<file path="config.mk">
export PLATFORM = sky130hd
export DESIGN_NAME = prio_encoder_rr
export DESIGN_NICKNAME = d
export VERILOG_FILES = /design/src/rtl/prio_enc_pkg.sv /design/src/rtl/prio_rr_pick.sv /design/src/rtl/prio_encoder_rr.sv
export SDC_FILE = /design/constraint.sdc
export NUM_CORES = 1
export LEC_CHECK = 0
export BUFFER_PORTS_ARGS = -buffer_cell sky130_fd_sc_hd__buf_2
export CORE_MARGIN = 2
export CORE_UTILIZATION = 35
export CTS_CLUSTER_SIZE = 12
export DETAILED_ROUTE_END_ITERATION = 10
export GPL_TIMING_DRIVEN = 0
export PLACE_DENSITY = 0.64
export SLEW_MARGIN = 20
export SYNTH_ARGS = -nofsm -noshare
export SYNTH_HDL_FRONTEND = slang
export SYNTH_HIERARCHICAL = 1
export SYNTH_SLANG_ARGS = --single-unit
</file>
<file path="constraint.sdc">
create_clock -name clk_dut -period 11.35 [get_ports clk_dut]
set_input_delay 1.7025 -clock clk_dut [delete_from_list [all_inputs] [get_ports clk_dut]]
set_output_delay 1.7025 -clock clk_dut [all_outputs]
set_load 0.01 [all_outputs]
</file>
<file path="src/rtl/prio_enc_pkg.sv">
// prio_enc_pkg: shared mode encoding and output width helper for the request encoder
package prio_enc_pkg;

  typedef enum logic {
    MODE_FIXED = 1'b0,
    MODE_RR    = 1'b1
  } mode_e;

  function automatic int out_width(input int n);
    return $clog2(n + 1);
  endfunction

endpackage

</file>
<file path="src/rtl/prio_rr_pick.sv">
// prio_rr_pick: combinational find-first-set starting at a pointer (round-robin) or at 0 (fixed)
module prio_rr_pick
  import prio_enc_pkg::*;
#(
  parameter int N = 16,
  localparam int PW = $clog2(N)
) (
  input  logic [N-1:0]  req,
  input  logic [PW-1:0] ptr,
  input  mode_e         mode,
  output logic          found,
  output logic [PW-1:0] idx
);

  localparam logic [PW:0] NW = (PW + 1)'(N);

  logic [PW-1:0] start;
  logic [PW-1:0] off;
  logic [2*N-1:0] dbl;
  logic [N-1:0] rot;
  logic [PW:0] sum;

  // rotate so the search origin sits at bit 0, find the lowest set bit, then undo the rotation
  always_comb begin
    start = (mode == MODE_RR) ? ptr : '0;
    dbl = {req, req} >> start;
    rot = dbl[N-1:0];
    off = '0;
    for (int i = N - 1; i >= 0; i--) off = rot[i] ? i[PW-1:0] : off;
    sum = {1'b0, start} + {1'b0, off};
    idx = (sum >= NW) ? PW'(sum - NW) : sum[PW-1:0];
    found = |req;
  end

endmodule

</file>
<file path="src/rtl/prio_encoder_rr.sv">
// prio_encoder_rr: sticky request capture with one registered grant per valid/ready transfer
module prio_encoder_rr
  import prio_enc_pkg::*;
#(
  parameter int N_REQ = 16,
  localparam int OUT_W = out_width(N_REQ)
) (
  input  logic             clk_dut,
  input  logic             rst_dut,
  input  logic             enable_dut,
  input  logic             mode_dut,
  input  logic [N_REQ-1:0] encoder_in_dut,
  input  logic             ready_in_dut,
  output logic [OUT_W-1:0] binary_out_dut,
  output logic             valid_out_dut,
  output logic [N_REQ-1:0] pending_dut
);

  localparam int PW = $clog2(N_REQ);
  localparam logic [PW-1:0] LAST = PW'(N_REQ - 1);

  logic [N_REQ-1:0] pend_q, pend_d, load_mask;
  logic [PW-1:0]    ptr_q, ptr_d, pick_idx;
  logic [OUT_W-1:0] bin_q, bin_d;
  logic             valid_q, valid_d;
  logic             slot_free, load, found;
  mode_e            mode;

  assign mode = mode_e'(mode_dut);

  prio_rr_pick #(.N(N_REQ)) u_pick (
    .req   (pend_q),
    .ptr   (ptr_q),
    .mode  (mode),
    .found (found),
    .idx   (pick_idx)
  );

  // handshake: load a new grant whenever the slot frees up; a re-request of the loaded bit wins over its clear
  always_comb begin
    slot_free = !valid_q || ready_in_dut;
    load = slot_free && found;
    load_mask = load ? (N_REQ'(1) << pick_idx) : '0;
    pend_d = (pend_q & ~load_mask) | (enable_dut ? encoder_in_dut : '0);
    valid_d = slot_free ? found : valid_q;
    bin_d = load ? OUT_W'(pick_idx) + OUT_W'(1) : (slot_free ? '0 : bin_q);
    ptr_d = (load && mode == MODE_RR) ? ((pick_idx == LAST) ? '0 : pick_idx + 1'b1) : ptr_q;
  end

  // state registers; reset drops any in-flight grant immediately
  always_ff @(posedge clk_dut or posedge rst_dut) begin
    if (rst_dut) begin
      pend_q <= '0;
      ptr_q <= '0;
      bin_q <= '0;
      valid_q <= 1'b0;
    end else begin
      pend_q <= pend_d;
      ptr_q <= ptr_d;
      bin_q <= bin_d;
      valid_q <= valid_d;
    end
  end

  assign binary_out_dut = bin_q;
  assign valid_out_dut = valid_q;
  assign pending_dut = pend_q;

endmodule

</file>
Yosys cells after proc, flatten, opt, wreduce, memory -nomap -nowiden

Cells that the tools add are included.

Register bits: 26
Latch bits: 0
Bits in writable memories: 0
ROM bits: 0
Bits of input ports: 21
Memories kept: 0

$add $sub $neg: 4
$mul: 0
Divide/modulo/power cells: 0
Order comparisons: 1
Equality and inequality tests: 1
Shift operators: 2
Multiplexer cells: 23
Bitwise gates (word level): 3
Reduce and logical (&&, ||, !) cells: 6

Operators with widths:

| cell                   | number |
|---|---|
| $mux W4                | 19 |
| $mux W16               | 2 |
| $shr A32 B4 Y16        | 1 |
| $and A16 B16 Y16       | 1 |
| $not A16 Y16           | 1 |
| $or A16 B16 Y16        | 1 |
| $reduce_or A16 Y1      | 1 |
| $shl A1 B4 Y16 const A | 1 |
| $mux W5                | 2 |
| $add A4 B1 Y5 const B  | 1 |
| $add A4 B4 Y5          | 1 |
| $ge A5 B5 Y1 const B   | 1 |
| $add A4 B1 Y4 const B  | 1 |
| $eq A4 B4 Y1 const B   | 1 |
| $sub A4 B1 Y4 const B  | 1 |
| $logic_and A1 B1 Y1    | 2 |
| $reduce_bool A2 Y1     | 1 |
| $logic_not A1 Y1       | 1 |
| $logic_or A1 B1 Y1     | 1 |

Logic depth before layout (Yosys ltp)

Depth in word-level cells: 26
Depth in mapped cells: 19
Mapped depth without buffers: 16

Modules after synthesis

Netlist, hierarchy kept.

By module, submodules not included:

| module          | times used | cells an instance | area an instance (µm²) |
|---|---|---|---|
| prio_rr_pick    | 1          | 209               | 1627.8 |
| prio_encoder_rr | 1          | 113               | 1278.7 |

Worst setup path after synthesis

Ideal clock, no wire load.

Path type: in2reg
Start point: in mode_dut
End point: reg pend_q[13], in the netlist pending_dut[13]
Arrival: 4.804 ns
Slack: 6.424 ns
Cell stages on the path: 18
Path buffers: 3
Cells stage by stage: buf_2 > nand2_1 > buf_2 > o22ai_1 > a221o_1 > a32oi_1 > nor2b_1 > o311ai_1 > a31oi_1 > ha_1 > a21o_1 > a21oi_1 > xnor2_1 > xnor2_1 > buf_2 > and2_1 > nand4_1 > a22o_1

Cells in the longest elaborated chain, start to end: 26
Elaborated cells between the ends (all ways): 27

RTL lines:

| element                                              | line                  | RTL |
|---|---|---|
| start: declaration                                   | prio_encoder_rr.sv:11 | `input logic mode_dut,` |
| $mux W4 (*)                                          | prio_rr_pick.sv:25    | `start = (mode == MODE_RR) ? ptr : '0;` |
| $shr A32 B4 Y16                                      | prio_rr_pick.sv:26    | `dbl = {req, req} >> start;` |
| $mux W4 (16 in series)                               | prio_rr_pick.sv:29    | `for (int i = N - 1; i >= 0; i--) off = rot[i] ? i[PW-1:0] : off;` |
| $add A4 B4 Y5 (*)                                    | prio_rr_pick.sv:30    | `sum = {1'b0, start} + {1'b0, off};` |
| $sub A4 B1 Y4 / $ge A5 B5 Y1 (equally long branches) | prio_rr_pick.sv:31    | `idx = (sum >= NW) ? PW'(sum - NW) : sum[PW-1:0];` |
| $mux W4 (*)                                          | prio_rr_pick.sv:31    |  |
| via pick_idx[3]                                      | prio_encoder_rr.sv:23 | `logic [PW-1:0] ptr_q, ptr_d, pick_idx;` |
| $shl A1 B4 Y16 (*)                                   | prio_encoder_rr.sv:43 | `load_mask = load ? (N_REQ'(1) << pick_idx) : '0;` |
| $mux W16 (*)                                         | prio_encoder_rr.sv:43 |  |
| $not A16 Y16 (*)                                     | prio_encoder_rr.sv:44 | `pend_d = (pend_q & ~load_mask) \| (enable_dut ? encoder_in_dut : '0);` |
| $and A16 B16 Y16 (*)                                 | prio_encoder_rr.sv:44 |  |
| $or A16 B16 Y16 (*)                                  | prio_encoder_rr.sv:44 |  |
| via pend_d[13]                                       | prio_encoder_rr.sv:22 | `logic [N_REQ-1:0] pend_q, pend_d, load_mask;` |
| end signal: assignment                               | prio_encoder_rr.sv:58 | `pend_q <= pend_d;` |
| end: declaration                                     | prio_encoder_rr.sv:22 |  |

The timed path passes the listed nets; every way through them passes the cells marked *.
A chain may end at the register's enable or synchronous reset.

Worst setup path after layout

Start point: in mode_dut
End point: reg bin_q[2], in the netlist binary_out_dut[2]

Cells in the longest elaborated chain, start to end: 23
Elaborated cells between the ends (all ways): 24

RTL lines:

| element                                              | line                  | RTL |
|---|---|---|
| $mux W4 (*)                                          | prio_rr_pick.sv:25    |  |
| $shr A32 B4 Y16                                      | prio_rr_pick.sv:26    |  |
| $mux W4 (16 in series)                               | prio_rr_pick.sv:29    |  |
| $add A4 B4 Y5 (*)                                    | prio_rr_pick.sv:30    |  |
| $sub A4 B1 Y4 / $ge A5 B5 Y1 (equally long branches) | prio_rr_pick.sv:31    |  |
| $mux W4 (*)                                          | prio_rr_pick.sv:31    |  |
| via pick_idx[2]                                      | prio_encoder_rr.sv:23 |  |
| $add A4 B1 Y5 (*)                                    | prio_encoder_rr.sv:46 | `bin_d = load ? OUT_W'(pick_idx) + OUT_W'(1) : (slot_free ? '0 : bin_q);` |
| $mux W5 (*)                                          | prio_encoder_rr.sv:46 |  |
| end signal: assignment                               | prio_encoder_rr.sv:60 | `bin_q <= bin_d;` |
| end: declaration                                     | prio_encoder_rr.sv:24 | `logic [OUT_W-1:0] bin_q, bin_d;` |

Marks and branches as above.

==> flow_summary.yaml <==
cells_and_area:
  nNetsFinal: 401
  ff_latch_area_sq_um: 651
  multi_input_area_sq_um: 2020
  drive_above_1_share: 0.253
  area_delta_synth_final_pct: 13.7
  layout_common_cells: "52 x buf_2, 26 x dfrtp_1, 21 x nand2_1"
  final_util: 0.406
  num-fill-cells: 827
  layout_commonest_cell: "buf_2"
  diodes: 0
setup_path:
  cp.required_ns: 11.57
  cp_max_fo: 10
  start_kind: "input pin"
  end_kind: "flop"
  cp.arrival_ns: 5.99
  r2r_cells: 17
  crit_type: "input pin to flop"
cts:
  cts_tree: "done"
  cts_buffers: 3
  cts_buffer_depth: 2
  clk_pin_slew_worst_paths_ns: 0.09
  clock_latency_ns: 0.27
  htreeDepth: 1
  ctsHoldBuffers: 0
  cts_root_buffer: "clkbuf_8"
  cts_resized: 0
  postCtsSetupBuffers: 0
  clkSinkCount: 26
timing:
  slew_violations: 0
  skew_ns: 0.00878
  setup_ws_ns: 5.58
  min_period_over_period: 0.509
  fmax_ghz: 0.173
  setup_violations: 0
  fin_setup_tns_ns: 0
  worst-slew-pin-transition_ns: 0.606
  rsz0062_at_grt: "no"
  max_slew_margin: 0.593
  fin_crit_ns: 5.77
  hold_violations: 0
status:
  status: "completed"
yosys:
  syn_area_sq_um: 2910
  synthDistinctLibCells: 63
  synth_edf_count: 0
  synth_top_area_share: 0.224
  synth_nets: 353
  synth-seq-area-share: 0.224
  synth_warnings: 6
  async_flop_share: 1.00
  synthesis.instances: 322
  synth-xor-area-share: 0.0121
  yosys.area_share.simple: 0.192
  syn_area_per_cell_sq_um: 9.03
  synth_area_leader_cell: "dfrtp_1"
  ys.flop_type: "dfrtp_1"
  synthAdderAreaFrac: 0.0456
  synth_top_family_by_area: "compound AO/OA/AOI/OAI gates"
  muxShareOfSynthArea: 0.136
  synthTopCellsByArea: "dfrtp_1 22%, mux2i_1 6.9%, a22o_1 5.1%, mux4_2 4.6%, o2bb2ai_1 4.2%"
  synth-seq-cells: 26
  synth_compound_area_frac: 0.308
global_routing:
  first_global_vias: 3031
  grt_pass1_wl_mm: 15.6
  gr-total-overflow: 0
  antenna_found_initial: 0
  grt_use_total: 0.221
  grt_max_degree: 27
place:
  place.gp.congestion: 1.00
  dp_slack_ns: 5.51
  io_buffer_count: 42
  hpwlAfterDp_mm: 7.17
hold_path:
  holdPathStages: 2
  hold_class: "flop to flop"
pwr:
  leakage_uw: 0.00136
  vdd_ir_drop_max_mv: 0.0900
  total_power_uw: 645
  powerDensity_nw_per_um2: 195
drt:
  wl_mm: 9.70
  wl_per_cell_um: 20.5
  viasPerCell: 6.40
  drc_errors: 0
  detail-route-antenna-nets: 0
  firstDrtPassIters: 6
  vias: 3027
  drt-initial-drc-count: 226
die:
  initial_utilization: 0.357
  die_w_um: 95.1
  fp.dieH_um: 95.1
  die-area_sq_um: 9050
  ios: 43
  row_count: 33
  core_sq_um: 8130
flow_run:
  drv_cap: 0
[state kept, by name (all words and copies together), names as in the netlist]
register / count
pending_dut: 16
binary_out_dut: 5
ptr_q: 4
valid_out_dut: 1
[per-stage QoR]
stage               cell area, sq um  hold WS (ns)  std cells
floorplan                       2910         0.457        322
global placement                3250         0.456        469
detailed placement              3250         0.456        469
CTS                             3290         0.477        472
global route                    3300         0.514        473
finish                          3300         0.471        473
[per-layer routing]
| layer | global-route usage | share of wire |
|---|---|---|
| met5 | 0 | 0 |
| met4 | 0.0761 | 0.026 |
| met3 | 0.0300 | 0.090 |
| met2 | 0.368 | 0.48 |
| met1 | 0.293 | 0.41 |
[worst max-delay path: stages]
cell	delay (ns)
buf_2	0.15
buf_2	0.18
nand2_1	0.15
buf_2	0.30
o22ai_1	0.11
a211oi_1	0.56
o2111ai_1	0.20
a31oi_1	0.27
nor3_1	0.07
a211oi_1	0.36
ha_1	0.25
inv_1	0.06
fa_1	0.37
xnor2_1	0.50
inv_1	0.16
ha_1	0.35
nand3b_1	0.17
nand2_1	0.07
[layout make-up]
| cell class | instances | share of cell area |
|---|---|---|
| tap | 105 | 0.0398 |
| sequential | 26 | 0.197 |
| buffer | 28 | 0.0598 |
| inverter | 11 | 0.0125 |
| multi-input combinational | 257 | 0.610 |
| timing repair buffer | 43 | 0.0682 |
| clock buffer | 3 | 0.0125 |
[kinds of logic after synthesis]
logic type               Yosys count
adder cells (fa/ha/maj)           10
XOR/XNOR                           4
buffers and inverters             39
AND/OR/NAND/NOR                  101
multiplexers                      31
AO/OA/AOI/OAI                    111
flip-flops                        26
[Yosys cell counts (9+ instances only)]
cell	instances
dfrtp_1	26
nand2_1	21
mux2i_1	20
a22o_1	17
nor2_1	17
nand4_1	14
o2bb2ai_1	14
a21oi_1	12
inv_1	11
nand3_1	11
buf_2	10
ha_1	9
o22ai_1	9
[worst paths after layout]
check,start,endpoint,slack [ns]
hold / removal,binary_out_dut[2],binary_out_dut[2],0.47
setup / recovery,mode_dut,binary_out_dut[2],5.58
setup reg to reg,ptr_q[1],binary_out_dut[2],6.78
min in group asynchronous,rst_dut,binary_out_dut[2],1.37
hold reg to reg,binary_out_dut[2],binary_out_dut[2],0.47
max in group asynchronous,rst_dut,pending_dut[8],9.56
[report_power, final]
group / total [uW] / switching (uW) / internal [uW]
Combinational: 431 / 251 / 180
Clock: 51.8 / 28.0 / 23.8
Sequential: 163 / 47.9 / 115
(Power assumes the default switching activity.)
